**config.mk**
```make
export PLATFORM = sky130hd
export DESIGN_NAME = mux_scan_controller_flat
export DESIGN_NICKNAME = d
export VERILOG_FILES = /design/src/rtl/mux_scan_pkg.sv /design/src/rtl/mux_scan_controller_if.sv /design/src/rtl/mux_scan_controller_rr_arbiter4.sv /design/src/rtl/mux_scan_controller.sv /design/src/flat_wrapper.sv
export SDC_FILE = /design/constraint.sdc
export NUM_CORES = 1
export LEC_CHECK = 0
export CORE_AREA = 4 4 49 51
export CTS_CLUSTER_DIAMETER = 100
export CTS_CLUSTER_SIZE = 12
export DETAILED_ROUTE_END_ITERATION = 8
export DIE_AREA = 0 0 53 55
export MAX_ROUTING_LAYER = met4
export PLACE_DENSITY_LB_ADDON = 0.08
export SYNTH_ARGS = -nofsm -noshare
export SYNTH_HDL_FRONTEND = slang
export SYNTH_HIERARCHICAL = 1
export SYNTH_SLANG_ARGS = --single-unit
```
**constraint.sdc**
```tcl
create_clock -name clk -period 5.1 [get_ports clk]
set_input_delay 1.02 -clock clk [delete_from_list [all_inputs] [get_ports clk]]
set_output_delay 1.02 -clock clk [all_outputs]
set_load 0.02 [all_outputs]
```
**src/rtl/mux_scan_pkg.sv**
```systemverilog
// Shared types and widths for the mux scan controller.
// State encodings, channel geometry and stall counter width.
package mux_scan_pkg;

    localparam int N_CHAN  = 4;
    localparam int CHAN_W  = 2;
    localparam int STALL_W = 8;

    typedef enum logic [1:0] {
        IDLE   = 2'd0,
        SETTLE = 2'd1,
        VALID  = 2'd2
    } state_t;

endpackage

```
**src/rtl/mux_scan_controller_if.sv**
```systemverilog
// Sample handshake bundle between the scan controller and its consumer.
// master drives sample data; slave returns sample_ready.
interface mux_scan_controller_if
    import mux_scan_pkg::*;
();

    logic              sample;
    logic [CHAN_W-1:0] sample_chan;
    logic              sample_valid;
    logic              sample_ready;

    modport master (
        output sample,
        output sample_chan,
        output sample_valid,
        input  sample_ready
    );

    modport slave (
        input  sample,
        input  sample_chan,
        input  sample_valid,
        output sample_ready
    );

endinterface

```
**src/rtl/mux_scan_controller_rr_arbiter4.sv**
```systemverilog
// Combinational round-robin pick over four requests.
// Scans last+1 .. last+4 (mod 4) and returns the first requester.
module rr_arbiter4
    import mux_scan_pkg::*;
(
    input  logic [N_CHAN-1:0] req,
    input  logic [CHAN_W-1:0] last,
    output logic [CHAN_W-1:0] grant,
    output logic              any
);

    logic              found;
    logic [CHAN_W-1:0] idx;

    always_comb begin
        grant = last;
        found = 1'b0;
        idx   = '0;
        any   = |req;
        for (int i = 1; i <= N_CHAN; i++) begin
            idx = last + CHAN_W'(i);
            if (!found && req[idx]) begin
                grant = idx;
                found = 1'b1;
            end
        end
    end

endmodule

```
**src/rtl/mux_scan_controller.sv**
```systemverilog
// Round-robin 4:1 mux scan sequencer with settle window and sample handshake.
// Define MUX_SCAN_STALL_CNT_EN to build the saturating backpressure counter.
module mux_scan_controller
    import mux_scan_pkg::*;
#(
    parameter int DWELL = 4
) (
    input  logic                clk,
    input  logic                reset_n,
    input  logic                enable,
    input  logic [N_CHAN-1:0]   req,
    output logic                addr0,
    output logic                addr1,
    input  logic                mux_out,
    mux_scan_controller_if.master snk,
    output logic                busy,
    output logic [STALL_W-1:0]  stall_cnt
);

    localparam logic [7:0] RELOAD = 8'(DWELL - 1);

    state_t            state;
    state_t            state_nx;
    logic [7:0]        cnt;
    logic [CHAN_W-1:0] sel;
    logic [CHAN_W-1:0] last_grant;
    logic [CHAN_W-1:0] grant;
    logic              any;
    logic              go;

    rr_arbiter4 u_arb (
        .req   (req),
        .last  (last_grant),
        .grant (grant),
        .any   (any)
    );

    assign go    = enable && any;
    assign addr0 = sel[0];
    assign addr1 = sel[1];
    assign busy  = (state != IDLE);

    always_comb begin
        state_nx = state;
        unique case (state)
            IDLE:    if (go) state_nx = SETTLE;
            SETTLE:  if (cnt == 8'd0) state_nx = VALID;
            VALID:   if (snk.sample_ready) state_nx = IDLE;
            default: state_nx = IDLE;
        endcase
    end

    always_ff @(posedge clk) begin
        if (!reset_n) begin
            state            <= IDLE;
            cnt              <= '0;
            sel              <= '0;
            last_grant       <= 2'd3;
            snk.sample       <= 1'b0;
            snk.sample_chan  <= '0;
            snk.sample_valid <= 1'b0;
        end else begin
            state <= state_nx;
            unique case (state)
                IDLE: begin
                    if (go) begin
                        sel <= grant;
                        cnt <= RELOAD;
                    end
                end
                SETTLE: begin
                    if (cnt != 8'd0) begin
                        cnt <= cnt - 8'd1;
                    end else begin
                        snk.sample       <= mux_out;
                        snk.sample_chan  <= sel;
                        snk.sample_valid <= 1'b1;
                    end
                end
                VALID: begin
                    if (snk.sample_ready) begin
                        snk.sample_valid <= 1'b0;
                        last_grant       <= sel;
                    end
                end
                default: ;
            endcase
        end
    end

`ifdef MUX_SCAN_STALL_CNT_EN
    // Saturating count of cycles the consumer held off a valid sample.
    always_ff @(posedge clk) begin
        if (!reset_n) begin
            stall_cnt <= '0;
        end else if (state == VALID && !snk.sample_ready
                     && stall_cnt != {STALL_W{1'b1}}) begin
            stall_cnt <= stall_cnt + 1'b1;
        end
    end
`else
    assign stall_cnt = '0;
`endif

endmodule

```
**src/flat_wrapper.sv**
```systemverilog
// flat-port wrapper written by rule: the top's interface ports become plain ports
module mux_scan_controller_flat import mux_scan_pkg::*;
#(
    parameter int DWELL = 4
)
  (clk, reset_n, enable, req, addr0, addr1, mux_out, busy, stall_cnt, snk_sample, snk_sample_chan, snk_sample_valid, snk_sample_ready);
  mux_scan_controller_if snk_i ();
  input  logic clk;
  input  logic reset_n;
  input  logic enable;
  input  logic [N_CHAN-1:0] req;
  output logic addr0;
  output logic addr1;
  input  logic mux_out;
  output logic busy;
  output logic [STALL_W-1:0] stall_cnt;
  output wire logic [$bits(snk_i.sample)-1:0] snk_sample;
  output wire logic [$bits(snk_i.sample_chan)-1:0] snk_sample_chan;
  output wire logic [$bits(snk_i.sample_valid)-1:0] snk_sample_valid;
  input wire logic [$bits(snk_i.sample_ready)-1:0] snk_sample_ready;
  assign snk_sample = snk_i.sample;
  assign snk_sample_chan = snk_i.sample_chan;
  assign snk_sample_valid = snk_i.sample_valid;
  assign snk_i.sample_ready = snk_sample_ready;
  mux_scan_controller #(.DWELL(DWELL)) u_core (.clk(clk), .reset_n(reset_n), .enable(enable), .req(req), .addr0(addr0), .addr1(addr1), .mux_out(mux_out), .snk(snk_i), .busy(busy), .stall_cnt(stall_cnt));
endmodule
```
After elaboration in Yosys (flattened, before gate mapping)
Index checks and enable logic that the tools add are counted.

Magnitude comparators: 4. Bitwise gates (word level): 1. Mux-type cells: 25. $add $sub $neg: 4. Eq/ne operators: 7. Reductions and logical operators: 20.

Operators with widths (number): 2-to-1 mux 8 bit (2); case mux 8 bit (2 select lines) (1); 2-to-1 mux 2 bit (7); < comparator 2 x 3 -> 1 bit, second input constant (4); 2-to-1 mux 1 bit (9); AND reduction 3 bit (3); binary-select mux 1 bit (select 2 bit) (4); logical NOT 8 bit (1); nonzero test 8 bit (1); subtractor 8 x 1 -> 8 bit, second input constant (1); != test 2 x 1 -> 1 bit, second input constant (3); case mux 2 bit (3 select lines) (1); AND reduction 2 bit (3); nonzero test 2 bit (3); adder 2 bit, second input constant (2); logical AND 1 bit (4); != test 2 bit, second input constant (2); OR reduction 4 bit (1); logical NOT 1 bit (3); adder 2 x 1 -> 2 bit, second input constant (1); equality test 2 x 1 -> 1 bit, second input constant (1); equality test 2 bit, second input constant (1); logical NOT 2 bit (1); case mux 1 bit (2 select lines) (1); NOT 1 bit (1).

Output and inout port bits: 15. Input port bits: 9. Flip-flop bits (word level): 18. Logic and storage cells: 68.

Longest topological paths before layout
Depth after elaboration: 13. Gate-level depth with buffers: 7. Depth with buffers taken out: 6.

By module
Netlist, hierarchy kept.

By module, submodules not included: mux_scan_controller (instances 1, area each 882.1 um2, seq. area each 360.3 um2, cells an instance 96); rr_arbiter4 (instances 1, area each 72.6 um2, seq. area each 0.0 um2, cells an instance 14).

Least setup slack after synthesis
No wires, ideal clock.

Path kind: input to register. From: in req[0]. To: reg u_core.cnt[7]. Setup time: 59 ps. Required time: 5041 ps. Stages: 6. Arrival: 2208 ps. Slack: 2832 ps. Buffers on the path: 0. Cells stage by stage: nor2_1 > nand2_1 > and4bb_2 > nand2b_1 > or4b_1 > nand2_1.

Word-level cells in the longest chain between the ends: 4.

RTL lines: from (decl) (line flat_wrapper.sv:11) `input logic [N_CHAN-1:0] req;`; OR reduction 4 bit (line mux_scan_controller_rr_arbiter4.sv:19) `any = |req;`; via u_core.any (line mux_scan_controller.sv:28) `logic any;`; logical AND 1 bit (line mux_scan_controller.sv:38) `assign go = enable && any;`; != test 2 x 1 -> 1 bit (no line); AND reduction 3 bit (no line); to (signal assigned) (line mux_scan_controller.sv:73) `cnt <= cnt - 8'd1;`; to (decl) (line mux_scan_controller.sv:24) `logic [7:0] cnt;`.

The timed path passes the listed nets, and every way through them passes these cells. A chain may end at the register's enable or synchronous reset.

Final worst setup path
From: in req[3]. To: reg u_core.cnt[5].

Same word-level chain as after synthesis.

==> results.md <==
* Outcome: finished clean
* Largest net degree at the start of global routing at 13
* Final WL at 2040 um
* TritonRoute pass-1 iters at 4
* Final setup fails at 0
* Clock tree buffer depth at 2
* Layout Area Growth over Synthesis at 19.0%
* Clock Pin Slew Worst Setup and Hold Paths at 100 ps
* Yosys Warn Count at 6
* Clock latency on the worst-skew pair at 290 ps
* Vias in the first global route at 742
* Die width at 53 um
* Actual slew at the worst max-slew pin at 492 ps
* Worst path required time at 5330 ps
* CP Capture Type: flop
* Multi-input gate area at 533 sq um
* Initial antenna violation count at 0
* Critical path type: input pin to flop
* Final core occ at 58.5%
* WL met3 at 154 um
* Place WS at 2240 ps
* IO Count at 24
* Max-cap violations at 0
* Hold crit path type: flop to flop
* Placement Cell Area at 1100 sq um
* CTS H-tree depth at 1
* Top Layer Used: met4
* Drt drc at 0
* Max_slew headroom at 66.9%
* Yosys cell types at 38
* CTS resizes at 0
* Main synth FF type: dfxtp_1
* Final Hold Viols at 0
* Setup total negative slack at 0 ps
* DP HPWL at 1500 um
* Worst Path Max Fanout at 12
* Placed instance count at 150
* Number of vias per cell at 5.29
* Register area at 360 sq um
* DIE AREA at 2920 sq um
* Post-CTS Setup Bufs at 0
* Fin cells at 154
* Sequential area share after synthesis at 37.7%
* RSZ-0062 raised after global routing: no
* Mapped cell area at 955 sq um
* Num CTS Buffers at 3
* Final period utilization at 50.4%
* Startpoint types: input pin
* Nets@finish at 139
* Min Tclk post-route at 2570 ps
* Pwr Density at 377 nW/um^2
* Routed Antenna Nets at 0
* R2R Setup Slk at 3150 ps
* Antenna cells at 0
* Per-cell routed wire length at 13.3 um
* Row Count at 16
* Ys async rst share at 0%
* Vias post-DR at 814
* Fillcell total at 198
* Gpl congestion at 0.778
* Mean post-synth cell area at 8.68 sq um
* Final Cell Area at 1140 sq um
* Worst Path Arrival at 2800 ps
* Register-to-Register Path Depth at 6
* Detailed Route Iter0 Violations at 26
* Pins Over Slew Limit at 0
* Met1 wire length at 962 um
* Gr ovfl total at 0
* Post-Synthesis Cells at 110
* CTS tree: yes
* Register bit total from synthesis at 18
* Die H at 55 um
* Static leakage at 0.496 nW
* Core area at 1940 sq um
* Gr usage total at 17.0%
* First-pass GRT wire length at 3480 um
* Input/output buffers at 15
* Layout cells sized above 1 at 7.87%
* Clk sinks at 18
* Root Buffer: clkbuf_4
* Total power at 0.428 mW
* Met2 routed WL at 910 um
* Post-synth EDFFs at 0
* Maximum clock frequency at 389 MHz
* Hold Buf Count CTS at 0
* WHS Path Cells at 2
* Starting Density at 49.2%
* Hold WS at 453 ps
* Clock Skew at 0.424 ps
* Worst IR Drop VDD at 228 uV
* Fin worst setup slack at 2530 ps
## area by class of cell
class,count,area share (%)
Sequential cell,18,31.7
Multi-Input combinational cell,84,46.9
Tap cell,27,2.97
Inverter,6,1.98
Timing Repair Buffer,15,13.2
Clock buffer,4,3.19
## Yosys cell counts (2+ instances only)
cell type,number,share of area [%]
a211oi_1,2,1.6
ha_1,2,2.6
nand2_1,10,3.9
a21oi_1,8,4.2
nor3b_1,2,1.6
o21ai_0,4,2.1
nor2_1,10,3.9
dfxtp_1,18,38
buf_4,8,6.3
or3_1,4,2.6
nand2b_1,2,1.3
nor3_1,2,1.0
o311ai_0,2,1.8
mux2i_1,8,8.4
inv_1,5,2.0
## layer usage
layer | vias to the layer above | track usage, %
met1 | 356 | 22.2
met4 | 0 | 8.09
li1 | 416 | -
met3 | 6 | 3.49
met2 | 36 | 25.0
met5 | - | -
## flip-flops by register name (all words and copies together) (netlist names)
signal / flops
u_core/cnt: 8
u_core/sel: 2
u_core/snk.sample_valid: 1
u_core/snk.sample: 1
u_core/state: 2
u_core/snk.sample_chan: 2
u_core/last_grant: 2
## placed cells by master (no fill, tap or decap), drive strengths merged
cell / instances
a2111oi: 1
a211o: 1
a211oi: 2
a21boi: 1
a21oi: 8
a31oi: 1
a32oi: 1
and2: 1
and4bb: 1
clkbuf: 4
clkdlybuf4s50: 15
clkinv: 1
conb: 8
dfxtp: 18
ha: 2
inv: 5
mux2i: 8
nand2: 10
nand2b: 2
nand3: 1
nand3b: 1
nand4b: 1
nor2: 10
nor2b: 1
nor3: 2
nor3b: 2
nor4: 1
nor4bb: 1
o21ai: 4
o311ai: 2
o31ai: 1
or2: 2
or3: 6
or4: 1
or4b: 1
## critical path: stages
cell and delay [ps]:
clkdlybuf4s50_1 520, nor2_1 60, nand2_1 80, a21oi_1 80
a211o_1 410, or4_1 500, a21oi_1 140
## power breakdown
part | switching (mW) | internal, mW | total, mW | leakage [nW]
combinational | 0.0837 | 0.0714 | 0.155 | 0.328
sequential | 0.0232 | 0.162 | 0.185 | 0.147
clock | 0.0442 | 0.0435 | 0.0876 | 0.0210
total | 0.151 | 0.277 | 0.428 | 0.496
## worst paths after layout
| kind | endpoint | start |
|---|---|---|
| setup / recovery | u_core/cnt[5] | req[3] |
| hold / removal | u_core/snk.sample_valid | u_core/snk.sample_valid |
| setup reg to reg | u_core/cnt[5] | u_core/cnt[0] |
| hold reg to reg | u_core/snk.sample_valid | u_core/snk.sample_valid |
## logic make-up (layout without fill, tap and decap cells)
| group | Yosys count | count (layout) | share of synthesized area [%] |
|---|---|---|---|
| AO/OA/AOI/OAI | 22 | 22 | 14.8 |
| buffers and inverters | 15 | 25 | 9.17 |
| adder cells (fa/ha/maj) | 2 | 2 | 2.62 |
| multiplexers | 8 | 8 | 8.39 |
| AND/OR/NAND/NOR | 44 | 44 | 26.9 |
| flip-flops | 18 | 18 | 37.7 |
| other | 1 | 8 | 0.393 |
Power figures use the tool's default switching activity.
